<file path="src/rtl/pll_cfg_ctrl_pkg.sv">
// Shared types and helpers for the PLL configuration sequencer.
package pll_cfg_ctrl_pkg;

  typedef enum logic [2:0] {
    IDLE      = 3'd0,
    APPLY     = 3'd1,
    WAIT_LOCK = 3'd2,
    SETTLE    = 3'd3,
    RUN       = 3'd4,
    ERROR     = 3'd5
  } state_e;

  typedef enum logic [1:0] {
    ERR_NONE     = 2'd0,
    ERR_ZERO_DIV = 2'd1,
    ERR_TIMEOUT  = 2'd2
  } err_code_e;

  // Elaboration-time maximum, used to size the shared timer.
  function automatic int unsigned max_u(input int unsigned a, input int unsigned b);
    return (a > b) ? a : b;
  endfunction

endpackage

</file>
<file path="src/rtl/pll_cfg_ctrl_lock_sync.sv">
// Multi-flop synchronizer bringing the PLL lock indication into the reference clock domain.
// SYNC_STAGES must be at least 2.
module lock_sync #(
  parameter int SYNC_STAGES = 2
) (
  input  logic clk_i,
  input  logic arst_i,
  input  logic d_i,
  output logic q_o
);

  logic [SYNC_STAGES-1:0] sync_q;
  logic [SYNC_STAGES-1:0] sync_d;

  // Shift the asynchronous input one stage per edge.
  always_comb begin
    sync_d = {sync_q[SYNC_STAGES-2:0], d_i};
  end

  // Synchronizer chain, cleared by reset so a stale lock cannot leak through.
  always_ff @(posedge clk_i or posedge arst_i) begin
    if (arst_i) begin
      sync_q <= '0;
    end else begin
      sync_q <= sync_d;
    end
  end

  assign q_o = sync_q[SYNC_STAGES-1];

endmodule

</file>
<file path="src/rtl/pll_cfg_ctrl.sv">
// Sequencer that loads divider settings into a PLL, waits for a synchronized and settled lock,
// then releases bypass. Retries on lock timeout and falls back to bypass on lock loss.
module pll_cfg_ctrl
  import pll_cfg_ctrl_pkg::*;
#(
  parameter int REFDIV_W      = 8,
  parameter int FBDIV_W       = 16,
  parameter int FDIV_W        = 8,
  parameter int SYNC_STAGES   = 2,
  parameter int BLANK_CYCLES  = 8,
  parameter int LOCK_TIMEOUT  = 4096,
  parameter int SETTLE_CYCLES = 64,
  parameter int MAX_RETRY     = 3
) (
  input  logic                clk_i,
  input  logic                arst_i,
  input  logic [REFDIV_W-1:0] cfg_refdiv_i,
  input  logic [FBDIV_W-1:0]  cfg_fbdiv_i,
  input  logic [FDIV_W-1:0]   cfg_fdiv_i,
  input  logic                cfg_valid_i,
  output logic                cfg_ready_o,
  input  logic                lock_i,
  output logic                bypass_o,
  output logic [REFDIV_W-1:0] refdiv_o,
  output logic [FBDIV_W-1:0]  fbdiv_o,
  output logic [FDIV_W-1:0]   fdiv_o,
  output logic                locked_o,
  output logic                busy_o,
  output logic                err_o,
  output logic [1:0]          err_code_o
);

  localparam int TIMER_W = $clog2(max_u(LOCK_TIMEOUT, SETTLE_CYCLES) + 1);
  localparam int RETRY_W = max_u(1, $clog2(MAX_RETRY + 1));

  localparam logic [TIMER_W-1:0] TIMER_MAX  = '1;
  localparam logic [TIMER_W-1:0] BLANK_T    = TIMER_W'(BLANK_CYCLES);
  localparam logic [TIMER_W-1:0] TIMEOUT_T  = TIMER_W'(LOCK_TIMEOUT - 1);
  // The WAIT_LOCK cycle that first sees lock counts as settle cycle one, so SETTLE itself
  // needs SETTLE_CYCLES-1 further lock cycles (timer 0 .. SETTLE_CYCLES-2).
  localparam logic [TIMER_W-1:0] SETTLE_T   = TIMER_W'((SETTLE_CYCLES >= 2) ? SETTLE_CYCLES - 2 : 0);
  localparam logic [RETRY_W-1:0] MAX_RETRY_T = RETRY_W'(MAX_RETRY);

  state_e              state_q, state_d;
  logic [TIMER_W-1:0]  timer_q, timer_d;
  logic [RETRY_W-1:0]  retry_q, retry_d;
  logic [REFDIV_W-1:0] refdiv_q, refdiv_d;
  logic [FBDIV_W-1:0]  fbdiv_q, fbdiv_d;
  logic [FDIV_W-1:0]   fdiv_q, fdiv_d;
  logic [REFDIV_W-1:0] pend_refdiv_q, pend_refdiv_d;
  logic [FBDIV_W-1:0]  pend_fbdiv_q, pend_fbdiv_d;
  logic [FDIV_W-1:0]   pend_fdiv_q, pend_fdiv_d;
  logic                bypass_q, bypass_d;
  logic                locked_q, locked_d;
  logic                busy_q, busy_d;
  logic                ready_q, ready_d;
  logic                err_q, err_d;
  err_code_e           err_code_q, err_code_d;

  logic                lock_s;
  logic                accept;
  logic                cfg_zero;
  logic                take_cfg;
  logic [TIMER_W-1:0]  timer_inc;

  lock_sync #(
    .SYNC_STAGES (SYNC_STAGES)
  ) u_lock_sync (
    .clk_i  (clk_i),
    .arst_i (arst_i),
    .d_i    (lock_i),
    .q_o    (lock_s)
  );

  assign accept    = cfg_valid_i && ready_q;
  assign cfg_zero  = (cfg_refdiv_i == '0) || (cfg_fbdiv_i == '0) || (cfg_fdiv_i == '0);
  assign take_cfg  = accept && !cfg_zero;
  assign timer_inc = (timer_q == TIMER_MAX) ? timer_q : timer_q + TIMER_W'(1);

  // Next-state, counters and registered outputs; a good config always wins over lock loss.
  always_comb begin
    state_d       = state_q;
    timer_d       = timer_q;
    retry_d       = retry_q;
    refdiv_d      = refdiv_q;
    fbdiv_d       = fbdiv_q;
    fdiv_d        = fdiv_q;
    pend_refdiv_d = pend_refdiv_q;
    pend_fbdiv_d  = pend_fbdiv_q;
    pend_fdiv_d   = pend_fdiv_q;
    err_d         = err_q;
    err_code_d    = err_code_q;

    if (accept) begin
      if (cfg_zero) begin
        err_d      = 1'b1;
        err_code_d = ERR_ZERO_DIV;
      end else begin
        pend_refdiv_d = cfg_refdiv_i;
        pend_fbdiv_d  = cfg_fbdiv_i;
        pend_fdiv_d   = cfg_fdiv_i;
        err_d         = 1'b0;
        err_code_d    = ERR_NONE;
        retry_d       = '0;
        timer_d       = '0;
        state_d       = APPLY;
      end
    end

    case (state_q)
      APPLY: begin
        // Dividers move one edge after bypass is already asserted.
        refdiv_d = pend_refdiv_q;
        fbdiv_d  = pend_fbdiv_q;
        fdiv_d   = pend_fdiv_q;
        timer_d  = '0;
        state_d  = WAIT_LOCK;
      end
      WAIT_LOCK: begin
        if ((timer_q >= BLANK_T) && lock_s) begin
          timer_d = '0;
          state_d = (SETTLE_CYCLES <= 1) ? RUN : SETTLE;
        end else if (timer_q >= TIMEOUT_T) begin
          if (retry_q < MAX_RETRY_T) begin
            retry_d = retry_q + RETRY_W'(1);
            timer_d = '0;
            state_d = APPLY;
          end else begin
            err_d      = 1'b1;
            err_code_d = ERR_TIMEOUT;
            state_d    = ERROR;
          end
        end else begin
          timer_d = timer_inc;
        end
      end
      SETTLE: begin
        if (!lock_s) begin
          // Blanking already elapsed for these dividers, so lock is trusted immediately.
          timer_d = BLANK_T;
          state_d = WAIT_LOCK;
        end else if (timer_q >= SETTLE_T) begin
          retry_d = '0;
          state_d = RUN;
        end else begin
          timer_d = timer_inc;
        end
      end
      RUN: begin
        if (!take_cfg && !lock_s) begin
          timer_d = BLANK_T;
          state_d = WAIT_LOCK;
        end
      end
      default: begin
      end
    endcase

    bypass_d = (state_d != RUN);
    locked_d = (state_d == RUN);
    busy_d   = (state_d == APPLY) || (state_d == WAIT_LOCK) || (state_d == SETTLE);
    ready_d  = (state_d == IDLE) || (state_d == RUN) || (state_d == ERROR);
  end

  // Control and output registers with asynchronous reset to the safe bypass configuration.
  always_ff @(posedge clk_i or posedge arst_i) begin
    if (arst_i) begin
      state_q    <= IDLE;
      timer_q    <= '0;
      retry_q    <= '0;
      refdiv_q   <= REFDIV_W'(1);
      fbdiv_q    <= FBDIV_W'(1);
      fdiv_q     <= FDIV_W'(1);
      bypass_q   <= 1'b1;
      locked_q   <= 1'b0;
      busy_q     <= 1'b0;
      ready_q    <= 1'b1;
      err_q      <= 1'b0;
      err_code_q <= ERR_NONE;
    end else begin
      state_q    <= state_d;
      timer_q    <= timer_d;
      retry_q    <= retry_d;
      refdiv_q   <= refdiv_d;
      fbdiv_q    <= fbdiv_d;
      fdiv_q     <= fdiv_d;
      bypass_q   <= bypass_d;
      locked_q   <= locked_d;
      busy_q     <= busy_d;
      ready_q    <= ready_d;
      err_q      <= err_d;
      err_code_q <= err_code_d;
    end
  end

  // Pending config holding register; only read after it has been written by an accept.
  always_ff @(posedge clk_i) begin
    pend_refdiv_q <= pend_refdiv_d;
    pend_fbdiv_q  <= pend_fbdiv_d;
    pend_fdiv_q   <= pend_fdiv_d;
  end

  assign cfg_ready_o = ready_q;
  assign bypass_o    = bypass_q;
  assign refdiv_o    = refdiv_q;
  assign fbdiv_o     = fbdiv_q;
  assign fdiv_o      = fdiv_q;
  assign locked_o    = locked_q;
  assign busy_o      = busy_q;
  assign err_o       = err_q;
  assign err_code_o  = err_code_q;

endmodule
</file>
<file path="config.mk">
export PLATFORM = sky130hd
export DESIGN_NAME = pll_cfg_ctrl
export DESIGN_NICKNAME = d
export VERILOG_FILES = /design/src/rtl/pll_cfg_ctrl_pkg.sv /design/src/rtl/pll_cfg_ctrl_lock_sync.sv /design/src/rtl/pll_cfg_ctrl.sv
export SDC_FILE = /design/constraint.sdc
export NUM_CORES = 1
export LEC_CHECK = 0
export BUFFER_PORTS_ARGS = -buffer_cell sky130_fd_sc_hd__buf_2
export CORE_MARGIN = 1.5
export CORE_UTILIZATION = 45
export DETAILED_ROUTE_END_ITERATION = 10
export PLACE_DENSITY = 0.67
export SLEW_MARGIN = 20
export SYNTH_ARGS = -nofsm -noshare
export SYNTH_HDL_FRONTEND = slang
export SYNTH_HIERARCHICAL = 1
export SYNTH_SLANG_ARGS = --single-unit
</file>
<file path="constraint.sdc">
create_clock -name clk_i -period 5.75 [get_ports clk_i]
set_input_delay 1.15 -clock clk_i [delete_from_list [all_inputs] [get_ports clk_i]]
set_output_delay 1.15 -clock clk_i [all_outputs]
set_load 0.02 [all_outputs]
</file>
==> Word-level counts from Yosys, hierarchy flattened <==
Cells that the tools add are included.
{ "word_totals": {"register_bits": 91, "latch_bits": 0, "ram_bits": 0, "romBits": 0, "inputBits": 36, "out_inout_bits": 39, "elab_cells": 91, "n_memories": 0} }
{ "classes": {"n_addsub": 2, "n_mul": 0, "div_mod_pow": 0, "order_cmp": 4, "eq_ne": 11, "n_shift": 0, "mux": 39, "n_bitwise": 1, "n_reduce_logical": 18} }
{ "ops": {"columns": ["cell", "n"], "rows": [
  ["$mux W13", 9],
  ["$pmux W13 S4", 1],
  ["$mux W2", 12],
  ["$mux W3", 8],
  ["$logic_not A16 Y1", 1],
  ["$logic_not A8 Y1", 2],
  ["$add A13 B1 Y13 const B", 1],
  ["$eq A13 B13 Y1 const B", 1],
  ["$ge A13 B12 Y1 const B", 1],
  ["$ge A13 B4 Y1 const B", 1],
  ["$ge A13 B6 Y1 const B", 1],
  ["$eq A3 B2 Y1 const B", 4],
  ["$pmux W3 S4", 1],
  ["$eq A3 B3 Y1 const B", 3],
  ["$mux W1", 7],
  ["$eq A3 B1 Y1 const B", 2],
  ["$logic_or A1 B1 Y1", 6],
  ["$logic_and A1 B1 Y1", 4],
  ["$pmux W2 S2", 1],
  ["$logic_not A1 Y1", 3],
  ["$logic_not A3 Y1", 1],
  ["$ne A3 B3 Y1 const B", 1],
  ["$add A2 B1 Y2 const B", 1],
  ["$lt A2 B2 Y1 const B", 1],
  ["other kinds (2)", 2]
]} }

==> Depth between registers and ports, before layout <==
{ "logic_depth": {"depth_word": 12, "ltp_mapped": 7, "ltp_nobuf": 6} }

==> Modules after synthesis <==
The synthesis kept the hierarchy.
{ "by_module_without_submodules": {"columns": ["mod", "instances", "cells_each", "area_per_inst_um2", "seq_area_each_um2"], "rows": [
  ["pll_cfg_ctrl", 1, 282, 3872.5, 2393.5],
  ["lock_sync", 1, 3, 53.8, 50.0]
]} }

==> Worst setup path after synthesis <==
OpenSTA, ideal clock, no wires.
{ "synth_path": {"kind": "in2reg", "startpoint": "in cfg_valid_i", "endpoint": "reg busy_q (netlist: busy_o)", "setup_time_ps": 119, "arrival_time_ps": 2788, "required_ps": 5631, "setup_slack_ps": 2843, "path_stages": 6, "n_path_buf": 0, "cell_sequence": "nand2_1 > a21oi_1 > nand3_1 > inv_1 > o22ai_1 > o21a_1"} }
{ "synth_via": {"elab_chain_cells": 9, "elab_cells_between_ends": 16, "cone_classes": "3 x eq/ne; 7 x mux; 6 x reduce/logical"} }
{ "synth_lines": {"columns": ["item", "line_no", "text"], "rows": [
  ["start, declared", "pll_cfg_ctrl.sv:20", "input logic cfg_valid_i,"],
  ["$logic_and A1 B1 Y1 (*)", "pll_cfg_ctrl.sv:75", "assign accept = cfg_valid_i && ready_q;"],
  ["$logic_and A1 B1 Y1 (*)", "pll_cfg_ctrl.sv:77", "assign take_cfg = accept && !cfg_zero;"],
  ["named net take_cfg", "pll_cfg_ctrl.sv:63", "logic take_cfg;"],
  ["$logic_not A1 Y1 (*)", "pll_cfg_ctrl.sv:150", "if (!take_cfg && !lock_s) begin"],
  ["$logic_and A1 B1 Y1 (*)", "pll_cfg_ctrl.sv:150", null],
  ["$mux W3 (*)", "pll_cfg_ctrl.sv:150", null],
  ["$pmux W3 S4 (*)", "pll_cfg_ctrl.sv:110", "case (state_q)"],
  ["named net state_d[1]", "pll_cfg_ctrl.sv:44", "state_e state_q, state_d;"],
  ["$eq A3 B1 Y1 or $eq A3 B2 Y1 (tied branches)", "pll_cfg_ctrl.sv:161", "busy_d = (state_d == APPLY) || (state_d == WAIT_LOCK) || (state_d == SETTLE);"],
  ["$logic_or A1 B1 Y1", "pll_cfg_ctrl.sv:161", null],
  ["$logic_or A1 B1 Y1 (*)", "pll_cfg_ctrl.sv:161", null],
  ["named net busy_d", "pll_cfg_ctrl.sv:55", "logic busy_q, busy_d;"],
  ["end signal, assigned", "pll_cfg_ctrl.sv:189", "busy_q <= busy_d;"],
  ["end, declared", "pll_cfg_ctrl.sv:55", null]
]} }
Mark *: on every way through the listed nets, which the timed path passes. The rest lies on a longest branch.
A chain may end at the register's enable or synchronous reset.

==> Worst setup path after layout <==
{ "layout_path": {"startpoint": "in cfg_fbdiv_i[2]", "endpoint": "reg busy_q (netlist: busy_o)"} }
{ "layout_via": {"elab_chain_cells": 12, "elab_cells_between_ends": 20, "cone_classes": "3 x eq/ne; 8 x mux; 9 x reduce/logical"} }
{ "layout_lines": {"columns": ["item", "line_no", "text"], "rows": [
  ["start, declared", "pll_cfg_ctrl.sv:18", "input logic [FBDIV_W-1:0] cfg_fbdiv_i,"],
  ["$logic_not A16 Y1 (*)", "pll_cfg_ctrl.sv:76", "assign cfg_zero = (cfg_refdiv_i == '0) || (cfg_fbdiv_i == '0) || (cfg_fdiv_i == '0);"],
  ["$logic_or A1 B1 Y1 (*) (2 in series)", "pll_cfg_ctrl.sv:76", null],
  ["$logic_not A1 Y1 (*)", "pll_cfg_ctrl.sv:77", null],
  ["$logic_and A1 B1 Y1 (*)", "pll_cfg_ctrl.sv:77", null],
  ["named net take_cfg", "pll_cfg_ctrl.sv:63", null],
  ["$logic_not A1 Y1 (*)", "pll_cfg_ctrl.sv:150", null],
  ["$logic_and A1 B1 Y1 (*)", "pll_cfg_ctrl.sv:150", null],
  ["$mux W3 (*)", "pll_cfg_ctrl.sv:150", null],
  ["$pmux W3 S4 (*)", "pll_cfg_ctrl.sv:110", null],
  ["named net state_d[1]", "pll_cfg_ctrl.sv:44", null],
  ["$eq A3 B1 Y1 or $eq A3 B2 Y1 (tied branches)", "pll_cfg_ctrl.sv:161", null],
  ["$logic_or A1 B1 Y1", "pll_cfg_ctrl.sv:161", null],
  ["$logic_or A1 B1 Y1 (*)", "pll_cfg_ctrl.sv:161", null],
  ["named net busy_d", "pll_cfg_ctrl.sv:55", null]
]} }
Marks and branches as above.

==> impl_metrics.toml <==
[run_status]
status = "finished clean"

[worst_setup_path]
path_class = "input port to register"
worstPathBufferInverterCount = 3
worstPathCellList = "buf_2 -> nor4_1 -> nand4_1 -> nand3_1 -> inv_1 -> buf_4 -> o22ai_1 -> o21a_1"
cpPeakStageDelay_ns = 0.38
end_kind = "register"
worst-path-max-fanout = 35
cp-start-kind = "input port"
cp_top_family = "simple AND/OR/NAND/NOR gates"
cp_slowest_cell = "nor4_1"
cp.required_ns = 6.05
crit_arrival_ns = 2.90

[timing]
layout_setup_ws_ns = 3.145
slew_violations = 0
tns_ns = 0
finalCritPeriodShare = 0.4531
worst_pin_slew_ns = 0.7916
skew_ns = 0.009943
max_freq_mhz = 383.8
hold_violations = 0
finalCriticalPeriod_ns = 2.605
rsz0062_at_grt = "false"
finalSetupViolCount = 0
relSlewSlack = 0.4707

[global_routing]
use_met1 = 0.2254
use_met3 = 0.04617
top_usage_layer = "met2"
grt_pass1_vias = 2458
antenna_found_initial = 0
overflow = 0
grt_max_degree = 58
grt_usage = 0.1750
grt_use_met2 = 0.2899
grt_pass1_wl_um = 12180

[power]
leakagePower_nw = 2.118
power_frac_clock = 0.374
ir_drop_v = 0.0001140
p_int_uw = 849.6
swShare = 0.2420
p_per_area_mw_per_mm2 = 244.4
p_comb_frac = 0.026
p_sw_uw = 271.3
power_frac_seq = 0.600

[route]
wl_per_cell_um = 16.47
drtIter0Drc = 130
post-route-drc-count = 0
wl_um = 7790
ant_nets = 0
via_per_inst = 5.564
drtPass1Iterations = 4
dr_total_vias = 2632

[synth]
synth_top_area_frac = 0.3442
yosys_register_bits = 91
async_flop_share = 0.6484
synth_most_common_cell = "dfrtp_1"
synth_area_per_cell_um2 = 13.78
syn-cell-area_mm2 = 0.003926
syn_nets = 324
synth_top_cell_by_area = "dfrtp_1"
synthTopCellsByCount = "dfrtp_1 (54), edfxtp_1 (32), mux2_2 (32)"
yosysSeqAreaShare = 0.6224
synth_flop_cell = "dfrtp_1"
ys_top_cells_by_area = "dfrtp_1 (34%), edfxtp_1 (24%), mux2_2 (9.2%)"
yosysWarnings = 6
synth_cell_types = 55
syn_inst = 285
synth_edf_count = 32

[cts]
clk_pin_slew_worst_paths_ns = 0.09
h-tree-depth = 3
ctsHoldBuffers = 0
cts_tree = "done"
cts_made_buffers = 9
cts_resized = 0
cts_setup_buffers = 0
cts_sinks = 91
clock_latency_ns = 0.36
ctsRootBufferMaster = "clkbuf_8"
clk_path_buf_depth = 2

[placement]
io_buffers = 74
globalplace.congestion = 0.8515
dp_hpwl_um = 5435
dp_slack_ns = 2.729

[cells_and_area]
area_growth_pct = 16.83
nets = 402
fill_cells = 721
drive_above_1_share = 0.4158
diodes = 0

[floorplan]
start_util = 0.4707
dieHeight_um = 96.41
design.core.area_mm2 = 0.008341
die_x_um = 96.41
fp.dieArea_mm2 = 0.009294
pin_count = 75
num_rows = 33

[min_path]
hold_path.class = "register to register"

[job]
maxCapViolations = 0
cells in the final DEF, fill, tap and decap left out, types with 3 or more instances in the layout:
cell	count
o211a_1	4
inv_1	14
nand4_1	4
buf_4	3
o211ai_1	3
and3_1	3
dfrtp_1	54
a31oi_1	3
nand2_1	15
edfxtp_1	32
a21oi_1	10
nor2_1	6
mux2_2	32
clkbuf_8	9
nor3_1	4
nand3b_1	4
buf_2	74
o211ai_2	5
dfstp_2	5
o21bai_1	3
a21oi_2	3
ha_1	3
nor4_1	10
o21ai_0	14
nand3_1	5
o21ai_2	3
metal layers:
metal	vias up	part of all wire
met5	-	0
met1	1324	0.45
li1	1238	-
met2	63	0.49
met4	0	0.0099
met3	7	0.051
power groups by stage:
stage | clock (mW) | combinational, mW | sequential, mW
after floorplan | 0 | 0.0105 | 0.685
after global placement | 0 | 0.0294 | 0.686
after detailed placement | 0 | 0.0299 | 0.686
after CTS | 0.435 | 0.0300 | 0.673
after global routing | 0.458 | 0.0327 | 0.673
final | 0.419 | 0.0290 | 0.673
area by class of cell:
| cell class | instances | area, um^2 | share of cell area |
|---|---|---|---|
| clock buffers | 9 | 123.9 | 0.02700 |
| clock inverters | 7 | 68.82 | 0.01500 |
| inverters | 15 | 56.30 | 0.01227 |
| multi-input cells | 169 | 1370 | 0.2987 |
| flip-flops and latches | 91 | 2444 | 0.5327 |
| well taps | 105 | 131.4 | 0.02864 |
| repair buffers | 77 | 392.9 | 0.08565 |
per-stage QoR:
step                      cell area (um^2)    util  total power, mW  hold WS (ns)  instances
after detailed placement              4394  0.5269           0.7158        0.3362        457
after CTS                             4587  0.5500            1.138        0.3577        473
after global placement                4394  0.5269           0.7153        0.3341        457
after global routing                  4587  0.5500            1.163        0.3809        473
final                                 4587  0.5500            1.121        0.3540        473
after floorplan                       3926       -           0.6957        0.3312        285
sequential cells by signal (all words and copies together), names as in the netlist, 3 cells and up:
register and cells:
fbdiv_o 16, pend_fbdiv_q 16, timer_q 13, fdiv_o 8
pend_fdiv_q 8, pend_refdiv_q 8, refdiv_o 8, state_q 3
path summary, 6_finish.rpt:
check,to,cells past startpoint,startpoint,slack (ns)
setup reg to reg,timer_q[9],5,timer_q[9],3.32
hold / removal,u_lock_sync/sync_q[1],0,u_lock_sync/sync_q[0],0.35
max in group asynchronous,refdiv_o[6],3,arst_i,4.28
hold reg to reg,u_lock_sync/sync_q[1],0,u_lock_sync/sync_q[0],0.35
min in group asynchronous,u_lock_sync/sync_q[1],2,arst_i,0.64
setup / recovery,busy_o,8,cfg_fbdiv_i[2],3.14
kinds of logic after synthesis:
| logic type | synth area share |
|---|---|
| XOR/XNOR | 0.004462 |
| multiplexers | 0.09178 |
| adder cells (fa/ha/maj) | 0.009561 |
| flip-flops | 0.6224 |
| AO/OA/AOI/OAI | 0.1405 |
| buffers and inverters | 0.02995 |
| AND/OR/NAND/NOR | 0.1013 |
Note: power is estimated with default switching activity, not from simulation.
